### src/rtl/cdb_arbiter_pkg.sv
// cdb_arbiter_pkg: core-wide result widths and the CDB broadcast packet shared with the issuer
package cdb_arbiter_pkg;
  localparam int CDB_VAL_W = 8;
  localparam int CDB_TAG_W = 4;
  localparam int CDB_ROB_W = 8;
  typedef struct packed {
    logic [CDB_VAL_W-1:0] val;
    logic [CDB_TAG_W-1:0] tag;
    logic [CDB_ROB_W-1:0] robid;
  } cdb_pkt_t;
  localparam int CDB_PKT_W = $bits(cdb_pkt_t);
endpackage

### src/rtl/cdb_arbiter_result_fifo.sv
// result_fifo: per-FU result buffer with simultaneous push/pop and a whole-buffer flush
module result_fifo #(
  parameter int DEPTH = 2,
  parameter int W = cdb_arbiter_pkg::CDB_PKT_W
) (
  input  logic         clk,
  input  logic         rst,
  input  logic         flush,
  input  logic         push,
  input  logic         pop,
  input  logic [W-1:0] din,
  output logic [W-1:0] dout,
  output logic         full,
  output logic         empty
);
  localparam int AW = DEPTH > 1 ? $clog2(DEPTH) : 1;
  localparam int CW = $clog2(DEPTH + 1);
  logic [W-1:0] r_mem [DEPTH];
  logic [AW-1:0] r_rd, r_wr;
  logic [CW-1:0] r_cnt;
  logic w_push, w_pop;
  function automatic logic [AW-1:0] inc(input logic [AW-1:0] p);
    return p == AW'(DEPTH - 1) ? '0 : p + 1'b1;
  endfunction
  assign full = r_cnt == CW'(DEPTH);
  assign empty = r_cnt == '0;
  assign w_push = push && !full && !flush;
  assign w_pop = pop && !empty && !flush;
  assign dout = r_mem[r_rd];
  always_ff @(posedge clk) begin
    if (rst || flush) begin
      r_rd <= '0;
      r_wr <= '0;
      r_cnt <= '0;
    end else begin
      if (w_push) r_wr <= inc(r_wr);
      if (w_pop) r_rd <= inc(r_rd);
      r_cnt <= r_cnt + CW'(w_push) - CW'(w_pop);
    end
  end
  always_ff @(posedge clk) if (w_push) r_mem[r_wr] <= din;
endmodule

### src/rtl/cdb_arbiter.sv
// cdb_arbiter: buffers FU results and broadcasts one per cycle on the CDB, round-robin from rr_ptr
module cdb_arbiter
  import cdb_arbiter_pkg::*;
#(
  parameter int FU_COUNT = 8,
  parameter int BUF_DEPTH = 2,
  parameter int VAL_W = CDB_VAL_W,
  parameter int TAG_W = CDB_TAG_W,
  parameter int ROB_W = CDB_ROB_W
) (
  input  logic                      clk,
  input  logic                      rst,
  input  logic                      flush,
  input  logic [FU_COUNT-1:0]       fu_valid,
  output logic [FU_COUNT-1:0]       fu_ready,
  input  logic [FU_COUNT*VAL_W-1:0] fu_vals,
  input  logic [FU_COUNT*TAG_W-1:0] fu_tags,
  input  logic [FU_COUNT*ROB_W-1:0] fu_robids,
  output logic                      cdbtransmit,
  output logic [VAL_W-1:0]          cdbval,
  output logic [TAG_W-1:0]          cdbid,
  output logic [ROB_W-1:0]          cdbrobid
);
  localparam int PKT_W = VAL_W + TAG_W + ROB_W;
  localparam int PW = FU_COUNT > 1 ? $clog2(FU_COUNT) : 1;
  logic [PW-1:0] r_rr, w_win;
  logic w_any, w_fire;
  int w_idx;
  logic [FU_COUNT-1:0] w_full, w_empty, w_pop;
  logic [PKT_W-1:0] w_head [FU_COUNT];
  for (genvar i = 0; i < FU_COUNT; i++) begin : g_fu
    result_fifo #(.DEPTH(BUF_DEPTH), .W(PKT_W)) u_fifo (
      .clk(clk),
      .rst(rst),
      .flush(flush),
      .push(fu_valid[i]),
      .pop(w_pop[i]),
      .din({fu_vals[i*VAL_W +: VAL_W], fu_tags[i*TAG_W +: TAG_W], fu_robids[i*ROB_W +: ROB_W]}),
      .dout(w_head[i]),
      .full(w_full[i]),
      .empty(w_empty[i])
    );
  end
  assign fu_ready = ~w_full;
  // Scan backwards so the last hit is the first non-empty FIFO at or after rr_ptr.
  always_comb begin
    w_any = 1'b0;
    w_win = r_rr;
    w_idx = 0;
    for (int k = FU_COUNT - 1; k >= 0; k--) begin
      w_idx = int'(r_rr) + k;
      w_idx = w_idx >= FU_COUNT ? w_idx - FU_COUNT : w_idx;
      if (!w_empty[PW'(w_idx)]) begin
        w_any = 1'b1;
        w_win = PW'(w_idx);
      end
    end
  end
  assign w_fire = w_any && !flush;
  assign w_pop = w_fire ? FU_COUNT'(1) << w_win : '0;
  always_ff @(posedge clk) begin
    if (rst) begin
      cdbtransmit <= 1'b0;
      {cdbval, cdbid, cdbrobid} <= '0;
      r_rr <= '0;
    end else begin
      cdbtransmit <= w_fire;
      if (w_fire) begin
        {cdbval, cdbid, cdbrobid} <= w_head[w_win];
        r_rr <= w_win == PW'(FU_COUNT - 1) ? '0 : w_win + 1'b1;
      end
    end
  end
endmodule

### config.mk
export PLATFORM = sky130hd
export DESIGN_NAME = cdb_arbiter
export DESIGN_NICKNAME = d
export VERILOG_FILES = /design/src/rtl/cdb_arbiter_pkg.sv /design/src/rtl/cdb_arbiter_result_fifo.sv /design/src/rtl/cdb_arbiter.sv
export SDC_FILE = /design/constraint.sdc
export NUM_CORES = 1
export LEC_CHECK = 0
export BUFFER_PORTS_ARGS = -buffer_cell sky130_fd_sc_hd__buf_2
export CORE_UTILIZATION = 63
export DETAILED_ROUTE_END_ITERATION = 16
export PLACE_DENSITY = 0.86
export SYNTH_ARGS = -nofsm -noshare
export SYNTH_HDL_FRONTEND = slang
export SYNTH_SLANG_ARGS = --single-unit
### constraint.sdc
create_clock -name clk -period 11.6 [get_ports clk]
set_input_delay 2.32 -clock clk [delete_from_list [all_inputs] [get_ports clk]]
set_output_delay 2.32 -clock clk [all_outputs]
set_load 0.05 [all_outputs]
==> impl_metrics.toml <==
[outcome]
outcome = "completed"

[clocking]
path_clk_slew_ns = 0.06
clk_latency_ns = 0.53
clock_path_buffers = 3
cts_setup_buffers = 0
cts_root_buf = "clkbuf_16"
cts_resized = 0
cts_tree = "yes"
htreeDepth = 2
clock_sinks = 384
holdBufCountCts = 0
cts-buffers-inserted = 37

[sta]
setup_viol = 0
max_freq_ghz = 0.179
tns_ns = 0
drv_slew = 0
fin_skew_ns = 0.0295
timing.final.crit_period_ns = 5.59
holdWs_ns = 0.508
finalCritPeriodShare_pct = 48.2
relSlewSlack_pct = 13.9
hold_viol_final = 0
rsz0062_at_grt = "no"
max_slew.worst_pin.slew_ns = 1.29

[hold_path]
hold_path_depth = 2
min_from = "cdbrobid[7]"
holdPathEnd = "cdbrobid[7]"
min_path_type = "reg2reg"

[grt]
grt_max_degree = 43
grt_overflow_total = 0
grt.total_usage_pct = 28.6
grt_pass1_wl_um = 55900
antenna_found_initial = 4
grt_pass1_vias = 9889

[power_and_ir_drop]
seq_power_share_pct = 37.1
p_per_area_nw_per_um2 = 234
switching_share_pct = 35.5
intPower_uw = 2830
p_sw_uw = 1560
max-vdd-ir-drop_mv = 0.241
clockPowerShare_pct = 26.4
p_leak_uw = 0.00668
combPwrFrac_pct = 36.5

[drt]
drtAntennaViolNets = 0
drt_iter0_drc = 977
post_drt_wl_per_cell_um = 23.1
drc = 0
wl_um = 37200
viasPerCell = 6.07
vias = 9758
drtPass1Iterations = 5

[logic_synthesis]
ys.flop_type = "edfxtp_1"
synth_warnings = 0
ys_seq_area_share_pct = 66.9
synth_fp_nets = 1244
synth_edf_count = 320
yosys_register_bits = 384
synth_area_per_cell_sq_um = 15.5
ys_top_cells_by_area = "edfxtp_1 (59%), mux2i_1 (15%), dfxtp_1 (7.9%), mux4_2 (1.9%), nor2_1 (1.7%)"
netlist_area_sq_um = 16300
syn_inst = 1053
synthArstFlopShare_pct = 0
synth_cell_types = 60
yosys.area.top_type_share_pct = 59.0
yosysTopAreaCell = "edfxtp_1"

[floorplanning]
row_count = 58
core_region_area_sq_um = 25300
dieHeight_um = 163
dieArea_sq_um = 26500
fp.dieW_um = 163
io_pins = 200
initial_core_util_pct = 64.5

[setup_path]
setup.worst_path.end_class = "register"
rrSetupSlack_ns = 6.01
worstPathArrival_ns = 5.95
ff2ff_path_depth = 15
start_kind = "register"
worstPathRequired_ns = 11.96
reg2reg_from = "r_rr[0]"
path_class = "reg2reg"
critPathMaxFanout = 42
rr_endpoint = "g_fu[1].u_fifo.r_cnt[1]"

[flow_run]
cap_violations = 0

[placement]
io_buffers = 199
place_congestion = 0.860
hpwlAfterDp_um = 25500

[final_layout]
fillers = 1551
fin_nets = 1438
syn_to_final_growth_pct = 15.0
drive_gt1_share_pct = 23.4
## critical path: stages, from the launching register on
cell and delay [ns]:
dfxtp_1 0.57, buf_4 0.34, ha_1 0.45, xor2_1 0.39, mux4_2 0.57, a21o_1 0.20
a221oi_1 0.38, or2_4 0.72, buf_4 0.72, nor4b_2 0.15, ha_1 0.33, inv_1 0.06
ha_1 0.14, xor2_1 0.17, xnor2_1 0.13, nor2_1 0.05
## area by class of cell
cell class	count	area, sq um	share of cell area, %
Clock inverter	16	140	0.748
Inverter	25	93.8	0.501
Timing Repair Buffer	213	1100	5.88
Multi-Input combinational cell	586	5060	27.0
Tap cell	330	413	2.20
Clock buffer	51	1030	5.50
Antenna cell	2	5.00	0.0267
Sequential cell	384	10900	58.1
## stage by stage
step	total power (uW)	cell area, sq um	util (%)	setup WS (ns)	std cells
after floorplan	2840	16300	-	7.04	1053
after global placement	3220	17600	69.5	6.21	1538
after detailed placement	3240	17600	69.5	6.08	1538
after CTS	4380	18700	74.1	6.07	1605
after global routing	4550	18700	74.2	5.66	1606
final	4390	18700	74.2	6.01	1607
## cells in the mapped netlist, types with 3 or more instances
library cell  count
a21oi_1          12
nor4b_2           3
a221oi_1         22
and2_1           20
nor2b_1          11
buf_6             4
ha_1             20
edfxtp_1        320
xor2_1           10
o21ai_0           8
mux4_2           14
buf_2            13
xnor2_1          26
nor2_1           72
a211oi_1         23
nand2_1          14
and3b_1           8
mux2i_1         243
or2_2             5
a21o_1            6
inv_1            23
dfxtp_1          64
a22oi_1          20
clkbuf_1         39
nor3_1           10
## sequential cells by signal, indices dropped and copies added (netlist names), named ones only
signal,cells
r_rr,3
cdbtransmit,1
g_fu.u_fifo.r_mem,320
cdbrobid,8
g_fu.u_fifo.r_cnt,16
cdbid,4
g_fu.u_fifo.r_wr,8
g_fu.u_fifo.r_rd,8
cdbval,8
## layout by cell type (no fill, tap or decap), types with 3 or more instances in the layout
master       n
edfxtp_1   320
mux2i_1    243
a22oi_1     20
a221oi_1    22
a21oi_1     12
or2_2        5
clkbuf_1    10
nand2_1     14
o21ai_0      8
buf_2      199
a21o_1       6
nor2_1      71
clkinv_1     7
nor2b_1      7
xnor2_1     26
inv_1       23
ha_1        20
xor2_1      10
nor4b_2      3
mux4_2      14
nor3_1      10
buf_4       14
a211oi_1    23
dfxtp_1     64
and2_1      20
and3b_1      8
nor2b_2      4
clkbuf_16   38
clkinv_2     4
clkbuf_8     3
## layer usage
metal	up-vias	track usage [%]	routed length, um	share of wire (%)
li1	4432	-	-	-
met1	4824	36.9	14400	39
met2	413	48.5	18600	50
met3	85	5.60	2980	8.0
met4	4	9.98	1200	3.2
met5	-	0	22	0.059
## cell families after synthesis
group,share of synthesized area [%]
simple gates,5.06
buf+inv,2.24
flops,66.9
compound gates,5.30
xor+xnor,1.94
fa+ha+maj,1.54
mux,17.1
## worst max path at each step
stage,slack (ns),cells after the start,start,to
5_1_grt,5.66,15,r_rr[0],g_fu[1].u_fifo.r_cnt[1]
3_5_place_dp,6.08,15,r_rr[0],g_fu[1].u_fifo.r_cnt[1]
4_1_cts,6.07,15,r_rr[0],g_fu[1].u_fifo.r_cnt[1]
2_1_floorplan,7.04,22,r_rr[0],g_fu[7].u_fifo.r_cnt[1]
3_3_place_gp,6.21,15,r_rr[0],g_fu[1].u_fifo.r_cnt[1]
6_report,6.01,15,r_rr[0],g_fu[1].u_fifo.r_cnt[1]
## power by group through the flow
stage	logic, uW	registers [uW]	clock network [uW]
6_report	1600	1630	1160
5_1_grt	1700	1640	1220
4_1_cts	1590	1630	1170
3_5_place_dp	1590	1660	0
3_3_place_gp	1570	1650	0
2_1_floorplan	1130	1710	0
Power figures use the tool's default switching activity.
